### config.mk
export PLATFORM = sky130hd
export DESIGN_NAME = jamma_input_debounce
export DESIGN_NICKNAME = d
export VERILOG_FILES = /design/src/rtl/jamma_pkg.sv /design/src/rtl/jamma_evt_fifo.sv /design/src/rtl/jamma_input_debounce.sv
export SDC_FILE = /design/constraint.sdc
export NUM_CORES = 1
export LEC_CHECK = 0
export BUFFER_PORTS_ARGS = -buffer_cell sky130_fd_sc_hd__buf_2
export CAP_MARGIN = 20
export CORE_ASPECT_RATIO = 0.8
export CORE_UTILIZATION = 50
export CTS_CLUSTER_DIAMETER = 100
export DETAILED_ROUTE_END_ITERATION = 8
export PLACE_DENSITY = 0.67
export SETUP_SLACK_MARGIN = 0.2
export SLEW_MARGIN = 5
export SYNTH_ARGS = -nofsm -noshare
export SYNTH_HDL_FRONTEND = slang
export SYNTH_SLANG_ARGS = --single-unit
### constraint.sdc
create_clock -name clk -period 2.7 [get_ports clk]
set_input_delay 0.54 -clock clk [delete_from_list [all_inputs] [get_ports clk]]
set_output_delay 0.54 -clock clk [all_outputs]
set_load 0.005 [all_outputs]
### src/rtl/jamma_pkg.sv
// Shared constants and helpers for the JAMMA input conditioning path.
// Build option: JAMMA_EVT_TIMESTAMP_EN widens events with a 16-bit tick timestamp.
package jamma_pkg;

    localparam int JAMMA_NUM_IN = 29;
    localparam int JAMMA_IDX_W  = 5;
    localparam int JAMMA_TS_W   = 16;

`ifdef JAMMA_EVT_TIMESTAMP_EN
    localparam bit JAMMA_TS_EN = 1'b1;
`else
    localparam bit JAMMA_TS_EN = 1'b0;
`endif

    // Event word layout: {[ts], level, index}
    localparam int JAMMA_EVT_IDX_LSB = 0;
    localparam int JAMMA_EVT_LVL_BIT = JAMMA_IDX_W;
    localparam int JAMMA_EVT_TS_LSB  = JAMMA_IDX_W + 1;
    localparam int JAMMA_EVT_W       = JAMMA_EVT_TS_LSB + (JAMMA_TS_EN ? JAMMA_TS_W : 0);

    function automatic logic [JAMMA_IDX_W-1:0] jamma_lowest_set(
        input logic [JAMMA_NUM_IN-1:0] vec
    );
        logic [JAMMA_IDX_W-1:0] idx;
        idx = '0;
        for (int i = JAMMA_NUM_IN - 1; i >= 0; i--) begin
            if (vec[i]) idx = JAMMA_IDX_W'(i);
        end
        return idx;
    endfunction

endpackage

### src/rtl/jamma_evt_fifo.sv
// Show-ahead synchronous FIFO for input change events; full/empty are registered.
module jamma_evt_fifo #(
    parameter int W     = 6,
    parameter int DEPTH = 8
) (
    input  logic                   clk,
    input  logic                   nReset,
    input  logic                   push_i,
    input  logic [W-1:0]           push_data_i,
    input  logic                   pop_i,
    output logic [W-1:0]           dout_o,
    output logic                   empty_o,
    output logic                   full_o,
    output logic [$clog2(DEPTH):0] count_o
);

    localparam int AW = $clog2(DEPTH);

    logic [W-1:0]  mem_q [DEPTH];
    logic [AW-1:0] wr_ptr_q;
    logic [AW-1:0] rd_ptr_q;
    logic [AW:0]   count_q;
    logic [AW:0]   count_d;
    logic          full_q;
    logic          empty_q;
    logic          do_push;
    logic          do_pop;

    // Requests against the wrong flag are dropped here, so callers may issue them freely.
    assign do_push = push_i & ~full_q;
    assign do_pop  = pop_i & ~empty_q;

    always_comb begin
        count_d = count_q;
        if (do_push && !do_pop) begin
            count_d = count_q + (AW+1)'(1);
        end else if (!do_push && do_pop) begin
            count_d = count_q - (AW+1)'(1);
        end
    end

    always_ff @(posedge clk or negedge nReset) begin
        if (!nReset) begin
            wr_ptr_q <= '0;
            rd_ptr_q <= '0;
            count_q  <= '0;
            full_q   <= 1'b0;
            empty_q  <= 1'b1;
            for (int i = 0; i < DEPTH; i++) begin
                mem_q[i] <= '0;
            end
        end else begin
            if (do_push) begin
                mem_q[wr_ptr_q] <= push_data_i;
                wr_ptr_q        <= wr_ptr_q + AW'(1);
            end
            if (do_pop) begin
                rd_ptr_q <= rd_ptr_q + AW'(1);
            end
            count_q <= count_d;
            full_q  <= (count_d == (AW+1)'(DEPTH));
            empty_q <= (count_d == '0);
        end
    end

    assign dout_o  = mem_q[rd_ptr_q];
    assign empty_o = empty_q;
    assign full_o  = full_q;
    assign count_o = count_q;

endmodule

### src/rtl/jamma_input_debounce.sv
// Synchronise, debounce and hold the 29 JAMMA inputs; queue level changes as events.
// Build option: JAMMA_EVT_TIMESTAMP_EN adds a 16-bit tick timestamp to each event.
module jamma_input_debounce
    import jamma_pkg::*;
#(
    parameter int SAMPLE_DIV = 16,
    parameter int DEB_LEN    = 4,
    parameter int FIFO_DEPTH = 8
) (
    input  logic                    clk,
    input  logic                    nReset,
    input  logic [JAMMA_NUM_IN-1:0] P_raw,
    output logic [JAMMA_NUM_IN-1:0] P_clean,
    output logic                    evt_valid,
    output logic [JAMMA_EVT_W-1:0]  evt_data,
    input  logic                    evt_pop,
    output logic                    ovf,
    input  logic                    ovf_clr
);

    localparam int              PRE_W   = (SAMPLE_DIV > 1) ? $clog2(SAMPLE_DIV) : 1;
    localparam logic [PRE_W-1:0] PRE_MAX = PRE_W'(SAMPLE_DIV - 1);
    localparam logic [3:0]      DEB_MAX = 4'(DEB_LEN - 1);

    logic [JAMMA_NUM_IN-1:0] sync1_q;
    logic [JAMMA_NUM_IN-1:0] sync2_q;
    logic [JAMMA_NUM_IN-1:0] clean_q;
    logic [JAMMA_NUM_IN-1:0] clean_d;
    logic [JAMMA_NUM_IN-1:0] pending_q;
    logic [JAMMA_NUM_IN-1:0] pending_d;
    logic [JAMMA_NUM_IN-1:0] flip;
    logic [JAMMA_NUM_IN-1:0] clear;
    logic [3:0]              deb_cnt_q [JAMMA_NUM_IN];
    logic [3:0]              deb_cnt_d [JAMMA_NUM_IN];
    logic [PRE_W-1:0]        pre_q;
    logic                    tick_q;
    logic                    ovf_q;
    logic                    ovf_d;
    logic                    collision;

    logic                    push;
    logic [JAMMA_IDX_W-1:0]  push_idx;
    logic [JAMMA_EVT_W-1:0]  push_word;
    logic                    fifo_full;
    logic                    fifo_empty;
    logic [$clog2(FIFO_DEPTH):0] fifo_count;

    // tick_q is high for exactly one clk, the cycle in which the prescaler reads 0 after a wrap.
    always_ff @(posedge clk or negedge nReset) begin
        if (!nReset) begin
            pre_q  <= '0;
            tick_q <= 1'b0;
        end else if (pre_q == PRE_MAX) begin
            pre_q  <= '0;
            tick_q <= 1'b1;
        end else begin
            pre_q  <= pre_q + PRE_W'(1);
            tick_q <= 1'b0;
        end
    end

`ifdef JAMMA_EVT_TIMESTAMP_EN
    logic [JAMMA_TS_W-1:0] ts_q;

    always_ff @(posedge clk or negedge nReset) begin
        if (!nReset) begin
            ts_q <= '0;
        end else if (tick_q) begin
            ts_q <= ts_q + JAMMA_TS_W'(1);
        end
    end
`endif

    always_comb begin
        clean_d = clean_q;
        flip    = '0;
        for (int i = 0; i < JAMMA_NUM_IN; i++) begin
            deb_cnt_d[i] = deb_cnt_q[i];
        end
        if (tick_q) begin
            for (int i = 0; i < JAMMA_NUM_IN; i++) begin
                if (sync2_q[i] == clean_q[i]) begin
                    deb_cnt_d[i] = '0;
                end else if (deb_cnt_q[i] == DEB_MAX) begin
                    clean_d[i]   = sync2_q[i];
                    deb_cnt_d[i] = '0;
                    flip[i]      = 1'b1;
                end else begin
                    deb_cnt_d[i] = deb_cnt_q[i] + 4'd1;
                end
            end
        end
    end

    // Scanner: lowest pending index first. A new flip on the bit being cleared wins,
    // so its level is picked up again by a later push rather than lost.
    always_comb begin
        push     = (|pending_q) & ~fifo_full;
        push_idx = jamma_lowest_set(pending_q);
        clear    = '0;
        if (push) begin
            clear[push_idx] = 1'b1;
        end
        pending_d = (pending_q & ~clear) | flip;
        collision = |(flip & pending_q & ~clear);
        ovf_d     = collision | (ovf_q & ~ovf_clr);
    end

    always_comb begin
        push_word = '0;
        push_word[JAMMA_EVT_IDX_LSB +: JAMMA_IDX_W] = push_idx;
        push_word[JAMMA_EVT_LVL_BIT]                = clean_q[push_idx];
`ifdef JAMMA_EVT_TIMESTAMP_EN
        push_word[JAMMA_EVT_TS_LSB +: JAMMA_TS_W]   = ts_q;
`endif
    end

    always_ff @(posedge clk or negedge nReset) begin
        if (!nReset) begin
            sync1_q   <= '1;
            sync2_q   <= '1;
            clean_q   <= '1;
            pending_q <= '0;
            ovf_q     <= 1'b0;
            for (int i = 0; i < JAMMA_NUM_IN; i++) begin
                deb_cnt_q[i] <= '0;
            end
        end else begin
            sync1_q   <= P_raw;
            sync2_q   <= sync1_q;
            clean_q   <= clean_d;
            pending_q <= pending_d;
            ovf_q     <= ovf_d;
            for (int i = 0; i < JAMMA_NUM_IN; i++) begin
                deb_cnt_q[i] <= deb_cnt_d[i];
            end
        end
    end

    // Event port handshake: evt_valid means evt_data holds the head entry; the entry is
    // consumed on any clk where evt_pop=1 and evt_valid=1; evt_pop with evt_valid=0 is a no-op.
    jamma_evt_fifo #(
        .W     (JAMMA_EVT_W),
        .DEPTH (FIFO_DEPTH)
    ) u_evt_fifo (
        .clk         (clk),
        .nReset      (nReset),
        .push_i      (push),
        .push_data_i (push_word),
        .pop_i       (evt_pop),
        .dout_o      (evt_data),
        .empty_o     (fifo_empty),
        .full_o      (fifo_full),
        .count_o     (fifo_count)
    );

    assert property (@(posedge clk) disable iff (!nReset)
        fifo_count <= ($clog2(FIFO_DEPTH)+1)'(FIFO_DEPTH));

    assign P_clean   = clean_q;
    assign evt_valid = ~fifo_empty;
    assign ovf       = ovf_q;

endmodule

==> results by group <==
STA
  • Setup WS post-layout: -87.1 ps
  • Worst slew pin tran: approximately 560 ps
  • Fin. max-slew vios: 0
  • Clk_skew: around 11 ps
  • Crit share post-route: 1.03
  • Setup violations, final: 9
  • Final hold violation count: 0
  • Fmax: 359 MHz
  • Unrepaired setup endpoints after global routing: true
  • Hold slack: a little under 60 ps
  • Setup TNS: -592 ps
  • Relative slew slack: 0.626
  • Final worst path period need: approximately 2800 ps

Setup path
  • Crit-path max FO: 8
  • Worst r2r src: pending_q[7]
  • Reg2reg end: u_evt_fifo.mem_q[5]
  • Critical path startpoint category: flip-flop
  • R2r setup slk: -90 ps
  • Critical Path AT: 3290 ps
  • Crit-path cells: buf_6 > nor4_4 > nand4_1 > nor3_2 > buf_4 > buf_4 > buf_4 > nand2_1 > a221o_1 > o21ai_4 > nor3_2 > a21oi_2
  • Crit path largest cell delay: 440 ps
  • Crit end category: flip-flop
  • Required @ worst endpoint: around 3200 ps
  • R2r worst-path depth: 12
  • Worst Setup Path Type: flip-flop to flip-flop
  • Slowest CP cell: nor4_4
  • Critical path's most frequent cell: buf_4

Layout
  • Commonest non-fill, non-tap cell in the layout: dfrtp_1
  • Share of layout cells above drive strength 1: 0.302
  • Area Growth Syn to Fin: 21.3%
  • Nets@finish: about 1600
  • Most frequent cells in the layout: 203 x dfrtp_1, 168 x o21ai_0, 163 x nand2_1
  • ANT cells: 0

Drt
  • DRC: 0
  • Vias per inst: around 5.6
  • Drt first pass iters: 5
  • Detail Route Antenna Nets: 0
  • Vias after detailed routing: between 10000 and 15000
  • Final WL: around 33 mm
  • Initial DRC Count: roughly 660
  • DR WL/cell: 17.5 um

Clock network
  • CTS root buf: clkbuf_16
  • Sink Count: 298
  • Max Buffers Root-to-Sink: 3
  • CTS clk-pin slew, worst paths: 60 ps
  • TritonCTS clock tree: yes
  • Worst skew pair latency: just under 600 ps
  • CTS Buf Count: 31
  • # H-tree levels: 1

Synth
  • Mapped Area: 14400 um2
  • Synth cell types: 83
  • Sequential-to-total area share from yosys stat: 0.526
  • Synth Area per Inst: around 11 um2
  • Most used DFF post-synth: dfrtp_1
  • Post-synthesis async set-or-reset flop share: 1.00
  • Yosys warning count: 0
  • Synth area leaders: dfrtp_1 37%, dfstp_2 16%, o21ai_0 5.9%
  • #FFs+latches synth: roughly 300
  • Post-synth top area share: 0.365
  • Post-Syn Nets: between 1000 and 1500
  • Cell count after synthesis: around 1300
  • Post-synth EDFFs: 0
  • Area leader, netlist: dfrtp_1

Global routing
  • Initial antenna violation count: 0
  • Pin count of the biggest net entering global routing: 64
  • Global-route wire length before repair: ~55 mm
  • Vias in the first global route: 10532
  • Total global routing overflow: 0
  • Global Route Usage Sum: 0.232

Power
  • VDD IR max: around 0.6 mV
  • Cell Pwr Density: roughly 630 nW/um2
  • Leakage: between 7 and 8 nW

Run
  • # Max-Cap Violations: 0

Place
  • I/O Buffers: between 60 and 70
  • Pre-CTS setup slack: -243 ps
  • RePlAce Congestion: a little over 0.9
  • Hpwl dp: around 24 mm

Floorplanning
  • Core area: 28300 um2
  • FP Rows: between 50 and 60
  • DIE AREA: between 20000 and 30000 um2
  • Die width: ~190 um
  • Die Y: 154 um
  • Starting Density: 0.509
  • Top-Level Pins: 70

Run status
  • Failing checks: negative setup slack
  • Status: finished with violations

Worst hold path
  • Worst hold path class: input pin to flip-flop
  • Hold path startpoint: P_raw[8]
  • Worst hold endpoint: sync1_q[8]
  • Worst hold path cell count: 1
[cell usage after synthesis (34+ instances only)]
cell and count:
mux2i_1 37, ha_1 34, mux2_2 37, clkbuf_1 34, nand2b_1 36, dfrtp_1 210
o21ai_0 170, nor2b_1 72, dfstp_2 88, nand4_1 34, inv_1 64, nand2_1 168
[worst max path at each step]
stage / from / end / slack [ps] / cells after the start
after global placement: pending_q[24] / u_evt_fifo.mem_q[5] / -240 / 11
after detailed placement: pending_q[24] / u_evt_fifo.mem_q[47] / -240 / 11
final: pending_q[7] / u_evt_fifo.mem_q[5] / -90 / 12
after global routing: pending_q[2] / ovf / -220 / 10
after CTS: pending_q[24] / u_evt_fifo.mem_q[47] / 3 / 11
after floorplan: pending_q[27] / ovf / 320 / 9
[state kept, by name, summed over array words and instances, names as in the netlist]
name	cells
tick_q	1
u_evt_fifo.wr_ptr_q	3
u_evt_fifo.count_o	4
pending_q	29
ovf	1
u_evt_fifo.full_o	1
deb_cnt_q	116
sync1_q	29
P_clean	29
sync2_q	29
pre_q	4
u_evt_fifo.rd_ptr_q	3
u_evt_fifo.mem_q	48
u_evt_fifo.empty_o	1
[worst max-delay path, delay by kind of cell (launching register included)]
| family | cells | cell delay (ps) |
|---|---|---|
| simple gates | 5 | 1160 |
| flops | 1 | 410 |
| compound gates | 3 | 650 |
| buf+inv | 4 | 490 |
[where the power goes]
group,internal [mW],switching (mW)
registers,4.71,0.272
clock network,2.58,1.74
logic,0.829,0.872
total,8.12,2.88
[cell type report]
cell class / instances / area (um2)
Fill cell: 2231 / 10800
Sequential cell: 298 / 7580
Multi-Input combinational cell: 932 / 6670
Timing Repair Buffer: 183 / 1460
Clock buffer: 51 / 951
Tap cell: 370 / 463
Inverter: 65 / 244
Clock inverter: 7 / 92.6
[repair_timing]
item                                    4_1_cts  5_1_grt
gates cloned                                  0        1
pin swaps                                    23       21
endpoints found under the hold margin        34        0
endpoints found under the setup margin       38       48
buffers inserted                              9        7
hold buffers                                  1        0
resized for setup                            44       49
[cell families after synthesis]
kind of cell,after synthesis,share of synthesized area
fa+ha+maj,34,0.0296
buf+inv,111,0.0323
mux,87,0.0745
xor+xnor,40,0.0243
simple gates,479,0.183
compound gates,292,0.130
flops,298,0.526
[layer usage]
metal  wire length (um)  global-route usage  vias up
met5                  0                   0        -
met4                722              0.0624        0
met3               1970              0.0495       49
met2              14700               0.349      242
met1              15900               0.341     5275
li1                   -                   -     5113
[stage by stage]
stage,std cells,util,power [mW],instance area (um2)
after global placement,1830,0.560,6.41,15800
after global routing,1906,0.617,11.4,17500
final,1906,0.617,11.0,17500
after detailed placement,1830,0.560,6.42,15800
after floorplan,1341,-,5.86,14400
after CTS,1898,0.607,10.9,17200
Note: power is estimated with default switching activity, not from simulation.
